<file path="src/rtl/wallace_mult_pipe.sv">
// -----------------------------------------------------------------------------
// wallace_mult_pipe
//
// Purpose:
//   Pipelined WIDTH x WIDTH multiplier. It builds an AND partial-product
//   matrix, reduces it with a Wallace tree of carry-save (full/half adder)
//   layers and finishes with a carry-propagate adder. The pipeline has three
//   register stages:
//     S1 - partial products after the first reduction layer
//     S2 - the two-row (sum, carry) redundant result
//     S3 - the final product on p
//   Each stage carries a valid bit. A full output that is not taken stalls
//   the whole pipeline.
//
// Configuration:
//   `define WALLACE_MULT_SIGNED_EN to enable Baugh-Wooley signed products,
//   selected per transaction by is_signed. Without the macro, is_signed is
//   ignored and every product is unsigned.
//
// Ports:
//   clk        in   clock, all state updates on the rising edge
//   rst        in   asynchronous active-high reset, flushes the pipeline
//   in_valid   in   a/b (and is_signed) are valid this cycle
//   in_ready   out  operands are accepted this cycle (= pipeline advance)
//   a          in   WIDTH-bit multiplicand
//   b          in   WIDTH-bit multiplier
//   is_signed  in   two's-complement operands (signed build only)
//   out_valid  out  p holds a valid product
//   out_ready  in   consumer takes p this cycle
//   p          out  2*WIDTH-bit product
// -----------------------------------------------------------------------------
module wallace_mult_pipe #(
  parameter int WIDTH = 8
) (
  input  logic               clk,
  input  logic               rst,
  input  logic               in_valid,
  output logic               in_ready,
  input  logic [WIDTH-1:0]   a,
  input  logic [WIDTH-1:0]   b,
  input  logic               is_signed,
  output logic               out_valid,
  input  logic               out_ready,
  output logic [2*WIDTH-1:0] p
);

  localparam int PW = 2 * WIDTH;

  // The signed build adds one extra row holding the Baugh-Wooley constants.
`ifdef WALLACE_MULT_SIGNED_EN
  localparam int NROWS = WIDTH + 1;
`else
  localparam int NROWS = WIDTH;
`endif

  typedef logic [PW-1:0]    row_t;
  typedef row_t [NROWS-1:0] mat_t;

  // Rows left after one carry-save layer: every group of three rows becomes
  // two, the remaining one or two rows pass straight through.
  function automatic int csa_rows(input int n);
    return 2 * (n / 3) + (n % 3);
  endfunction

  localparam int S1_ROWS = csa_rows(NROWS);

  // One Wallace layer over the first n rows of m. Each bit position of a
  // three-row group is a full adder; where a column holds fewer live bits
  // the constant-zero inputs collapse it to a half adder or a wire.
  // Rows at index >= n are zero on entry and stay zero.
  function automatic mat_t csa_layer(input mat_t m, input int n);
    mat_t r;
    int   g;
    r = '0;
    g = n / 3;
    for (int k = 0; k < NROWS / 3; k++) begin
      if (k < g) begin
        r[2*k]   = m[3*k] ^ m[3*k+1] ^ m[3*k+2];
        r[2*k+1] = ((m[3*k] & m[3*k+1]) |
                    (m[3*k] & m[3*k+2]) |
                    (m[3*k+1] & m[3*k+2])) << 1;
      end
    end
    // Leftover rows slide down to sit right after the new sum/carry pairs.
    for (int s = 0; s < NROWS; s++) begin
      if (s >= 3 * g && s < n) begin
        r[s-g] = m[s];
      end
    end
    return r;
  endfunction

  // Remaining Wallace layers from the S1 row count down to two rows.
  // The layer count is fixed by WIDTH, so this unrolls to pure logic.
  function automatic logic [2*PW-1:0] reduce_to_two(input mat_t m);
    mat_t r;
    int   n;
    r = m;
    n = S1_ROWS;
    for (int l = 0; l < NROWS; l++) begin
      if (n > 2) begin
        r = csa_layer(r, n);
        n = csa_rows(n);
      end
    end
    return {r[1], r[0]};
  endfunction

  // ---------------------------------------------------------------------------
  // Mode select. is_signed travels with a and b into the partial-product
  // logic, which is captured in S1 on the same edge as the operands.
  // ---------------------------------------------------------------------------
  logic sgn;
`ifdef WALLACE_MULT_SIGNED_EN
  assign sgn = is_signed;
`else
  logic unused_is_signed;
  assign sgn              = 1'b0;
  assign unused_is_signed = is_signed;
`endif

  // ---------------------------------------------------------------------------
  // Partial products. In signed mode (Baugh-Wooley) the terms that mix one
  // sign bit with one magnitude bit are inverted; the sign x sign term is not.
  // ---------------------------------------------------------------------------
  localparam logic [WIDTH-1:0] MSB_ONLY = {1'b1, {(WIDTH-1){1'b0}}};

  mat_t pp;

  for (genvar gi = 0; gi < WIDTH; gi++) begin : g_pp
    logic [WIDTH-1:0] inv_mask;
    logic [WIDTH-1:0] bits;
    if (gi == WIDTH - 1) begin : g_sign_row
      assign inv_mask = sgn ? ~MSB_ONLY : '0;
    end else begin : g_mag_row
      assign inv_mask = sgn ? MSB_ONLY : '0;
    end
    assign bits   = (a & {WIDTH{b[gi]}}) ^ inv_mask;
    assign pp[gi] = row_t'(bits) << gi;
  end

`ifdef WALLACE_MULT_SIGNED_EN
  // Correction constants 2^WIDTH + 2^(2*WIDTH-1) that complete the
  // two's-complement negation of the inverted terms.
  assign pp[WIDTH] = sgn ? ((row_t'(1) << WIDTH) | (row_t'(1) << (PW - 1))) : '0;
`endif

  // ---------------------------------------------------------------------------
  // Pipeline
  // ---------------------------------------------------------------------------
  mat_t            s1_next;
  logic [2*PW-1:0] s2_next;
  row_t            p_next;

  logic            v1_reg;
  logic            v2_reg;
  logic            v3_reg;
  mat_t            s1_reg;
  row_t            s2_sum_reg;
  row_t            s2_carry_reg;
  row_t            p_reg;
  logic            adv;

  assign s1_next = csa_layer(pp, NROWS);
  assign s2_next = reduce_to_two(s1_reg);
  assign p_next  = s2_sum_reg + s2_carry_reg;

  // Only an occupied, untaken output blocks the pipe; bubbles still move.
  assign adv       = !(v3_reg && !out_ready);
  assign in_ready  = adv;
  assign out_valid = v3_reg;
  assign p         = p_reg;

  always_ff @(posedge clk or posedge rst) begin
    if (rst) begin
      v1_reg       <= 1'b0;
      v2_reg       <= 1'b0;
      v3_reg       <= 1'b0;
      s1_reg       <= '0;
      s2_sum_reg   <= '0;
      s2_carry_reg <= '0;
      p_reg        <= '0;
    end else if (adv) begin
      // in_ready equals adv, so in_valid alone marks an accepted transfer.
      v1_reg       <= in_valid;
      s1_reg       <= s1_next;
      v2_reg       <= v1_reg;
      s2_sum_reg   <= s2_next[PW-1:0];
      s2_carry_reg <= s2_next[2*PW-1:PW];
      v3_reg       <= v2_reg;
      p_reg        <= p_next;
    end
  end

endmodule
</file>
<file path="config.mk">
export PLATFORM = sky130hd
export DESIGN_NAME = wallace_mult_pipe
export DESIGN_NICKNAME = d
export VERILOG_FILES = /design/src/rtl/wallace_mult_pipe.sv
export SDC_FILE = /design/constraint.sdc
export NUM_CORES = 1
export LEC_CHECK = 0
export ABC_AREA = 1
export CORE_ASPECT_RATIO = 1.4
export CORE_MARGIN = 5
export CORE_UTILIZATION = 40
export CTS_CLUSTER_SIZE = 40
export DETAILED_ROUTE_END_ITERATION = 10
export PLACE_DENSITY_LB_ADDON = 0.08
export SETUP_SLACK_MARGIN = 0.3
export SLEW_MARGIN = 20
export SYNTH_ARGS = -nofsm -noshare
export SYNTH_HDL_FRONTEND = slang
export SYNTH_SLANG_ARGS = --single-unit
</file>
<file path="constraint.sdc">
create_clock -name clk -period 5.3 [get_ports clk]
set_clock_uncertainty 0.15 [all_clocks]
set_input_delay 1.06 -clock clk [delete_from_list [all_inputs] [get_ports clk]]
set_output_delay 1.06 -clock clk [all_outputs]
set_load 0.02 [all_outputs]
</file>
== Word level (Yosys, flattened, before mapping) ==
Cells that the tools add are included.

* Flip-flop bits (word level): 112
* Bits in latches: 0
* Bits in writable memories: 0
* Memory bits (read-only): 0
* Bits of input ports: 21
* Output and inout port bits: 18
* Logic and storage cells: 66
* Memories: 0

* $add $sub $neg: 1
* $mul: 0
* Div/mod/pow operators: 0
* Magnitude comparators: 0
* Equality and inequality tests: 0
* Shift operators: 0
* Muxes and demuxes: 0
* Bitwise operators: 50
* Reduce and logical (&&, ||, !) cells: 3

{| class="wikitable"
|+ Operators with widths
! operator !! count
|-
| $or 15x15->15 || 7
|-
| $and 15x15->15 || 6
|-
| $and 8x8->8 || 8
|-
| $xor 16x16->16 || 2
|-
| $and 14x15->15 || 2
|-
| $and 11x13->13 || 2
|-
| $add 16x16->16 || 1
|-
| $xor 13x16->16 || 1
|-
| $xor 16x15->16 || 1
|-
| $or 15x13->15 || 1
|-
| $xor 14x15->15 || 1
|-
| $and 14x14->14 || 1
|-
| $xor 14x14->14 || 1
|-
| $and 10x13->13 || 1
|-
| $and 12x13->13 || 1
|-
| $or 12x13->13 || 1
|-
| $or 13x13->13 || 1
|-
| $xor 11x13->13 || 1
|-
| $xor 12x13->13 || 1
|-
| $and 11x12->12 || 1
|-
| $xor 11x12->12 || 1
|-
| $and 10x11->11 || 1
|-
| $xor 10x11->11 || 1
|-
| $and 8x10->10 || 1
|-
| 8 further kinds || 9
|}

== Logic depth before layout (Yosys ltp) ==
Gate-level depths: netlist of run 1.

* Depth in word-level cells: 9
* Mapped depth: 11
* Mapped depth without buffers: 11

== Least setup slack after synthesis of run 1 ==
OpenSTA, ideal clock, no wires.

* Path type: input port to output port
* Start: in out_ready
* End: out in_ready
* Arrival time: 1449 ps
* Data required time: 4090 ps
* Path slack: 2641 ps
* Cell stages on the path: 3
* Buffers on the path: 1
* Cell sequence: nor2_4 inv_2 buf_2

* Word-level cells in the longest chain between the ends: 3

{| class="wikitable"
|+ Ends and longest elaborated chain
! element !! line !! text
|-
| start: declaration || 43 || <nowiki>input logic out_ready,</nowiki>
|-
| $logic_not 1->1 || 169 || <nowiki>assign adv = !(v3_reg && !out_ready);</nowiki>
|-
| $logic_and 1x1->1 || 169 ||
|-
| $logic_not 1->1 || 169 ||
|-
| end: declaration || 38 || <nowiki>output logic in_ready,</nowiki>
|}

Every way passes these cells.

== Worst setup path after layout of run 1 ==
Same ends and word-level chain as after synthesis.

==> results of run 1 <==
[report_power, final]
| part | leakage, nW | total (mW) | switching [mW] | internal [mW] |
|---|---|---|---|---|
| sequential | 1.24 | 1.09 | 0.128 | 0.960 |
| clock | 0.144 | 0.654 | 0.311 | 0.343 |
| combinational | 2.14 | 1.23 | 0.720 | 0.507 |
| total | 3.52 | 2.97 | 1.16 | 1.81 |
[kinds of logic (layout without fill, tap and decap cells)]
family / count (synthesis) / count (layout)
compound gates: 38 / 38
xor+xnor: 3 / 3
fa+ha+maj: 64 / 64
buf+inv: 108 / 128
flops: 97 / 97
simple gates: 350 / 350
[routing by layer]
layer | track usage [%] | wire [um] | share of wire, %
met5 | 0 | 0 | 0
met4 | 4.49 | 111 | 0.96
met3 | 2.08 | 249 | 2.2
met2 | 25.6 | 5720 | 50
met1 | 22.1 | 5440 | 47
[Yosys cell counts]
master | n | area share [%]
nand3_1 | 14 | 1.3
a31oi_1 | 1 | 0.11
nand4_1 | 2 | 0.23
o21ai_0 | 32 | 2.9
a21oi_2 | 3 | 0.47
ha_1 | 25 | 5.6
nand3_2 | 1 | 0.18
inv_1 | 71 | 4.8
nand2_2 | 1 | 0.11
nor2_4 | 1 | 0.20
nor2_2 | 2 | 0.23
xor2_1 | 1 | 0.16
buf_1 | 1 | 0.068
fa_1 | 39 | 14
xnor2_1 | 2 | 0.32
nor2_1 | 12 | 0.81
a21oi_1 | 2 | 0.18
dfrtp_1 | 97 | 44
nand3b_1 | 2 | 0.27
buf_2 | 14 | 1.3
inv_2 | 1 | 0.068
clkbuf_1 | 20 | 1.4
nand2_1 | 315 | 21
buf_4 | 1 | 0.14
[worst max-delay path, delay by kind of cell]
family,cells,cell delay [ns]
buffers and inverters,3,1.21
and+or+nand+nor,1,0.06
[area by class of cell]
class,count,share of cell area [%]
clock buffers,10,3.79
clock inverters,6,0.892
inverters,72,4.32
multi-input cells,455,42.6
flip-flops and latches,97,38.5
well taps,185,3.67
repair buffers,40,6.28
[path summary, 6_finish.rpt]
kind,endpoint,depth (start not counted),slack [ns]
worst max-delay path,in_ready,4,1.76
worst min register to register,out_valid$_DFFE_PP0N_,2,0.32
max in group asynchronous,s2_carry_reg[9]$_DFFE_PP0N_,3,2.99
worst max register to register,s2_sum_reg[8]$_DFFE_PP0N_,5,2.99
min in group asynchronous,p[14]$_DFFE_PP0N_,2,1.09
worst min-delay path,out_valid$_DFFE_PP0N_,2,0.32
[stage by stage]
step / std cells / hold WS, ns / area, sq um
final: 865 / 0.324 / 6310
after global routing: 865 / 0.343 / 6310
after CTS: 865 / 0.331 / 6310
after detailed placement: 849 / 0.311 / 6010
after global placement: 849 / 0.288 / 6010
after floorplan: 660 / 0.270 / 5540
==> metrics.yaml, run 1 <==
run_status:
  status: "complete, no violations"
timing:
  worst_pin_slew_ns: 0.846
  layout_min_cycle_time_ns: 3.54
  rsz0062_at_grt: "no"
  fmax_mhz: 282
  hold_violations: 0
  fin_crit_sh_pct: 66.8
  slew-limit-headroom_pct: 43.6
  timing.final.ws_setup_ns: 1.76
  setup_viol: 0
  tns_ns: 0
  drv_slew: 0
die:
  io_pins: 39
  initial_core_util_pct: 40.2
  rows: 51
  die_area_sq_um: 16300
  core_area_sq_um: 13800
  die_y_um: 149
  die_x_um: 109
worst_setup_path:
  path_cells: "clkdlybuf4s50_1, nor2_4, inv_2, clkdlybuf4s50_1"
  critical_path_class: "in -> out"
  crit_slowest_cell: "clkdlybuf4s50_1"
  crit_path_frequent_cell: "clkdlybuf4s50_1"
  critPathArrivalTime_ns: 2.33
  timing.critical_path.to_type: "output pin"
  max_stage_delay_ns: 0.64
  reg2reg_from: "s1_reg[56]$_DFFE_PP0N_"
  critPathLaunchType: "input port"
  setup.worst_path.start: "out_ready"
  cp_max_fo: 2
  worstPathRequired_ns: 4.09
logic_synthesis:
  syn_nets: 745
  synthDistinctLibCells: 24
  synth_xor_area_share_pct: 0.474
  syn_area_sq_um: 5540
  synth_compound_area_share_pct: 3.66
  synthCells: 660
  synth_fa_ha_area_share_pct: 19.7
  syn_avg_cell_area_sq_um: 8.40
  synth_top_family_by_area: "simple AND/OR/NAND/NOR gates"
  yosys_warnings: 0
  ys_seq_area_share_pct: 43.8
  synth_mux_area_share_pct: 0
  yosys.area_share.simple_pct: 24.6
  ys_ff_latch: 97
clock_tree:
  clkSinkCount: 97
  insertion_delay_ns: 0.35
  cts_hold_buffers: 0
  cts_made_buffers: 9
  ctsLongestPathBuffers: 2
  htreeDepth: 3
  cts_root_buf: "clkbuf_16"
  cts_tree: "yes"
  cts-resized-gates: 0
  cts.clk_slew.worst_paths_ns: 0.07
  postCtsSetupBuffers: 0
detailed_routing:
  firstDrtPassIters: 4
  routedWlPerCell_um: 13.3
  routed_via_density: 4.56
  wl_um: 11500
  drcViolationCount: 0
  vias: 3943
  postRouteAntennaNets: 0
  dr.first_iter.drc_count: 171
finish:
  layout-drive-gt1-share_pct: 4.26
  num-fill-cells: 1415
  diodes: 0
  largest_reg_flops: 52
  areaGrowthSynthToFinish_pct: 13.9
  seq_area_sq_um: 2430
  final_cell_mix: "nand2_1 (315), dfrtp_1 (97), inv_1 (70)"
  nets: 760
  utilization_pct: 45.8
  multi_input_area_sq_um: 2690
  layout.cells.most_common: "nand2_1"
pwr:
  p_per_area_nw_per_um2: 471
  leakagePower_nw: 3.52
  peakVddDrop_mv: 0.215
  power_mw: 2.97
place:
  dp_hpwl_um: 7960
  pre_cts_ws_ns: 1.75
  place_congestion: 0.743
  port_buffers: 37
global_route:
  grt_pass1_wl_um: 20300
  track_usage_pct: 15.8
  grt_max_degree: 113
  grt_pass1_vias: 4101
  antenna_found_initial: 0
  overflow: 0
flow_run:
  maxCapViolCount: 0
min_path:
  hold_start: "v2_reg$_DFFE_PP0N_"
  hold_path.class: "reg -> reg"
No activity file was read; power rests on OpenSTA's default activity.
==> run 2: changes to the inputs <==
Clock period 5.3 ns to 3.6 ns, I/O delays scaled along.
==> metrics.yaml, run 2 (synthesis gave the netlist of run 1 again) <==
run_status:
  status: "complete, no violations"  # unchanged
global_route:
  track_usage_pct: 15.9  # was 15.8%
  grt_use_met2_pct: 25.9  # was 25.6%
  grt.busiest_layer: "met2"  # unchanged
  grt_pass1_wl_um: 20500  # was 20300 um
  overflow: 0  # unchanged
  grt_max_degree: 113  # unchanged
  grt_util_met3_pct: 2.64  # was 2.08%
  grt_pass1_vias: 4164  # was 4101
  use_met1_pct: 21.9  # was 22.1%
  antenna_found_initial: 0  # unchanged
finish:
  areaGrowthSynthToFinish_pct: 14.1  # was 13.9%
  num-fill-cells: 1418  # was 1415
  nets: 761  # was 760
  multi_input_area_sq_um: 2690  # unchanged
  utilization_pct: 45.9  # was 45.8%
  seq_area_sq_um: 2430  # unchanged
  diodes: 0  # unchanged
  largest_reg_flops: 52  # unchanged
  layout.cells.most_common: "nand2_1"  # unchanged
  layout-drive-gt1-share_pct: 4.41  # was 4.26%
  final_cell_mix: "nand2_1 (315), dfrtp_1 (97), inv_1 (70)"  # unchanged
timing:
  worst_pin_slew_ns: 1.06  # was 0.846 ns
  layout_min_cycle_time_ns: 2.84
  rsz0062_at_grt: "no"  # unchanged
  tns_ns: 0  # unchanged
  hold_violations: 0  # unchanged
  setup_viol: 0  # unchanged
  fmax_mhz: 353
  drv_slew: 0  # unchanged
  slew-limit-headroom_pct: 29.1  # was 43.6%
  fin_crit_sh_pct: 78.8
die:
  rows: 51  # unchanged
  die_x_um: 109  # unchanged
  core_area_sq_um: 13800  # unchanged
  initial_core_util_pct: 40.2  # unchanged
  io_pins: 39  # unchanged
  die_y_um: 149  # unchanged
  die_area_sq_um: 16300  # unchanged
detailed_routing:
  vias: 3954  # was 3943
  routed_via_density: 4.57  # was 4.56
  dr.first_iter.drc_count: 162  # was 171
  postRouteAntennaNets: 0  # unchanged
  routedWlPerCell_um: 13.5  # was 13.3 um
  drcViolationCount: 0  # unchanged
  firstDrtPassIters: 4  # unchanged
  wl_um: 11700  # was 11500 um
worst_setup_path:
  critPathArrivalTime_ns: 1.97  # was 2.33 ns
  path_cells: "clkdlybuf4s50_1, nor2_4, inv_2, clkdlybuf4s50_1"  # unchanged
  crit_slowest_cell: "clkdlybuf4s50_1"  # unchanged
  timing.critical_path.to_type: "output pin"  # unchanged
  critical_path_class: "in -> out"  # unchanged
  max_stage_delay_ns: 0.62  # was 0.64 ns
  crit_path_frequent_cell: "clkdlybuf4s50_1"  # unchanged
  critPathLaunchType: "input port"  # unchanged
  cp_max_fo: 2  # unchanged
  worstPathRequired_ns: 2.73  # was 4.09 ns
clock_tree:
  insertion_delay_ns: 0.34  # was 0.35 ns
  cts.clk_slew.worst_paths_ns: 0.07  # about the same
  postCtsSetupBuffers: 0  # unchanged
  cts_root_buf: "clkbuf_16"  # unchanged
  clkSinkCount: 97  # unchanged
  htreeDepth: 3  # unchanged
  ctsLongestPathBuffers: 2  # unchanged
  cts_hold_buffers: 0  # unchanged
  cts_tree: "yes"  # unchanged
  cts_made_buffers: 9  # unchanged
  cts-resized-gates: 0  # unchanged
min_path:
  hold_path.class: "reg -> reg"  # unchanged
place:
  place_congestion: 0.766  # was 0.743
  port_buffers: 37  # unchanged
  dp_hpwl_um: 8230  # was 7960 um
pwr:
  peakVddDrop_mv: 0.302  # was 0.215 mV
  leakagePower_nw: 3.51  # was 3.52 nW
  p_per_area_nw_per_um2: 688  # was 471 nW/um^2
flow_run:
  maxCapViolCount: 0  # unchanged
-- run 2: power breakdown --
| group | switching, mW | internal, mW |
|---|---|---|
| logic | 1.06 | 0.746 |
| clock network | 0.452 | 0.484 |
| registers | 0.193 | 1.41 |
| total | 1.71 | 2.64 |
-- run 2: metrics by stage --
step                      cell area (sq um)  setup WS [ns]  power [mW]  hold WS (ns)  instances
after floorplan                        5550           1.39        2.91         0.270        660
after global placement                 6030          0.751        3.43         0.293        850
after detailed placement               6030          0.752        3.47         0.295        850
after CTS                              6320          0.742        4.44         0.316        866
after global routing                   6320          0.725        4.79         0.347        866
final                                  6320          0.765        4.35         0.313        866
-- run 2: path summary, 6_finish.rpt --
path | start | to | slack [ns] | cells past startpoint
max in group asynchronous | rst | s1_reg[42]$_DFFE_PP0N_ | 1.81 | 3
min reg2reg | v2_reg$_DFFE_PP0N_ | out_valid$_DFFE_PP0N_ | 0.31 | 2
max reg2reg | s1_reg[56]$_DFFE_PP0N_ | s2_sum_reg[8]$_DFFE_PP0N_ | 1.28 | 5
min | v2_reg$_DFFE_PP0N_ | out_valid$_DFFE_PP0N_ | 0.31 | 2
min in group asynchronous | rst | p[1]$_DFFE_PP0N_ | 0.70 | 2
max | out_ready | in_ready | 0.76 | 4
-- run 2: cell type report --
cell class,count,area share (%)
flip-flops and latches,97,38.4
clock buffers,9,3.56
repair buffers,41,6.53
inverters,72,4.33
well taps,185,3.66
clock inverters,7,1.01
multi-input cells,455,42.5
-- run 2: worst max-delay path: cells and delay by family --
| family | cells | cell delay [ns] |
|---|---|---|
| buf+inv | 3 | 1.19 |
| simple gates | 1 | 0.06 |
-- run 2: per-layer routing --
metal	up-vias	wire [um]
li1	2012	-
met5	-	0
met1	1881	5490
met3	11	300
met2	50	5710
met4	0	181
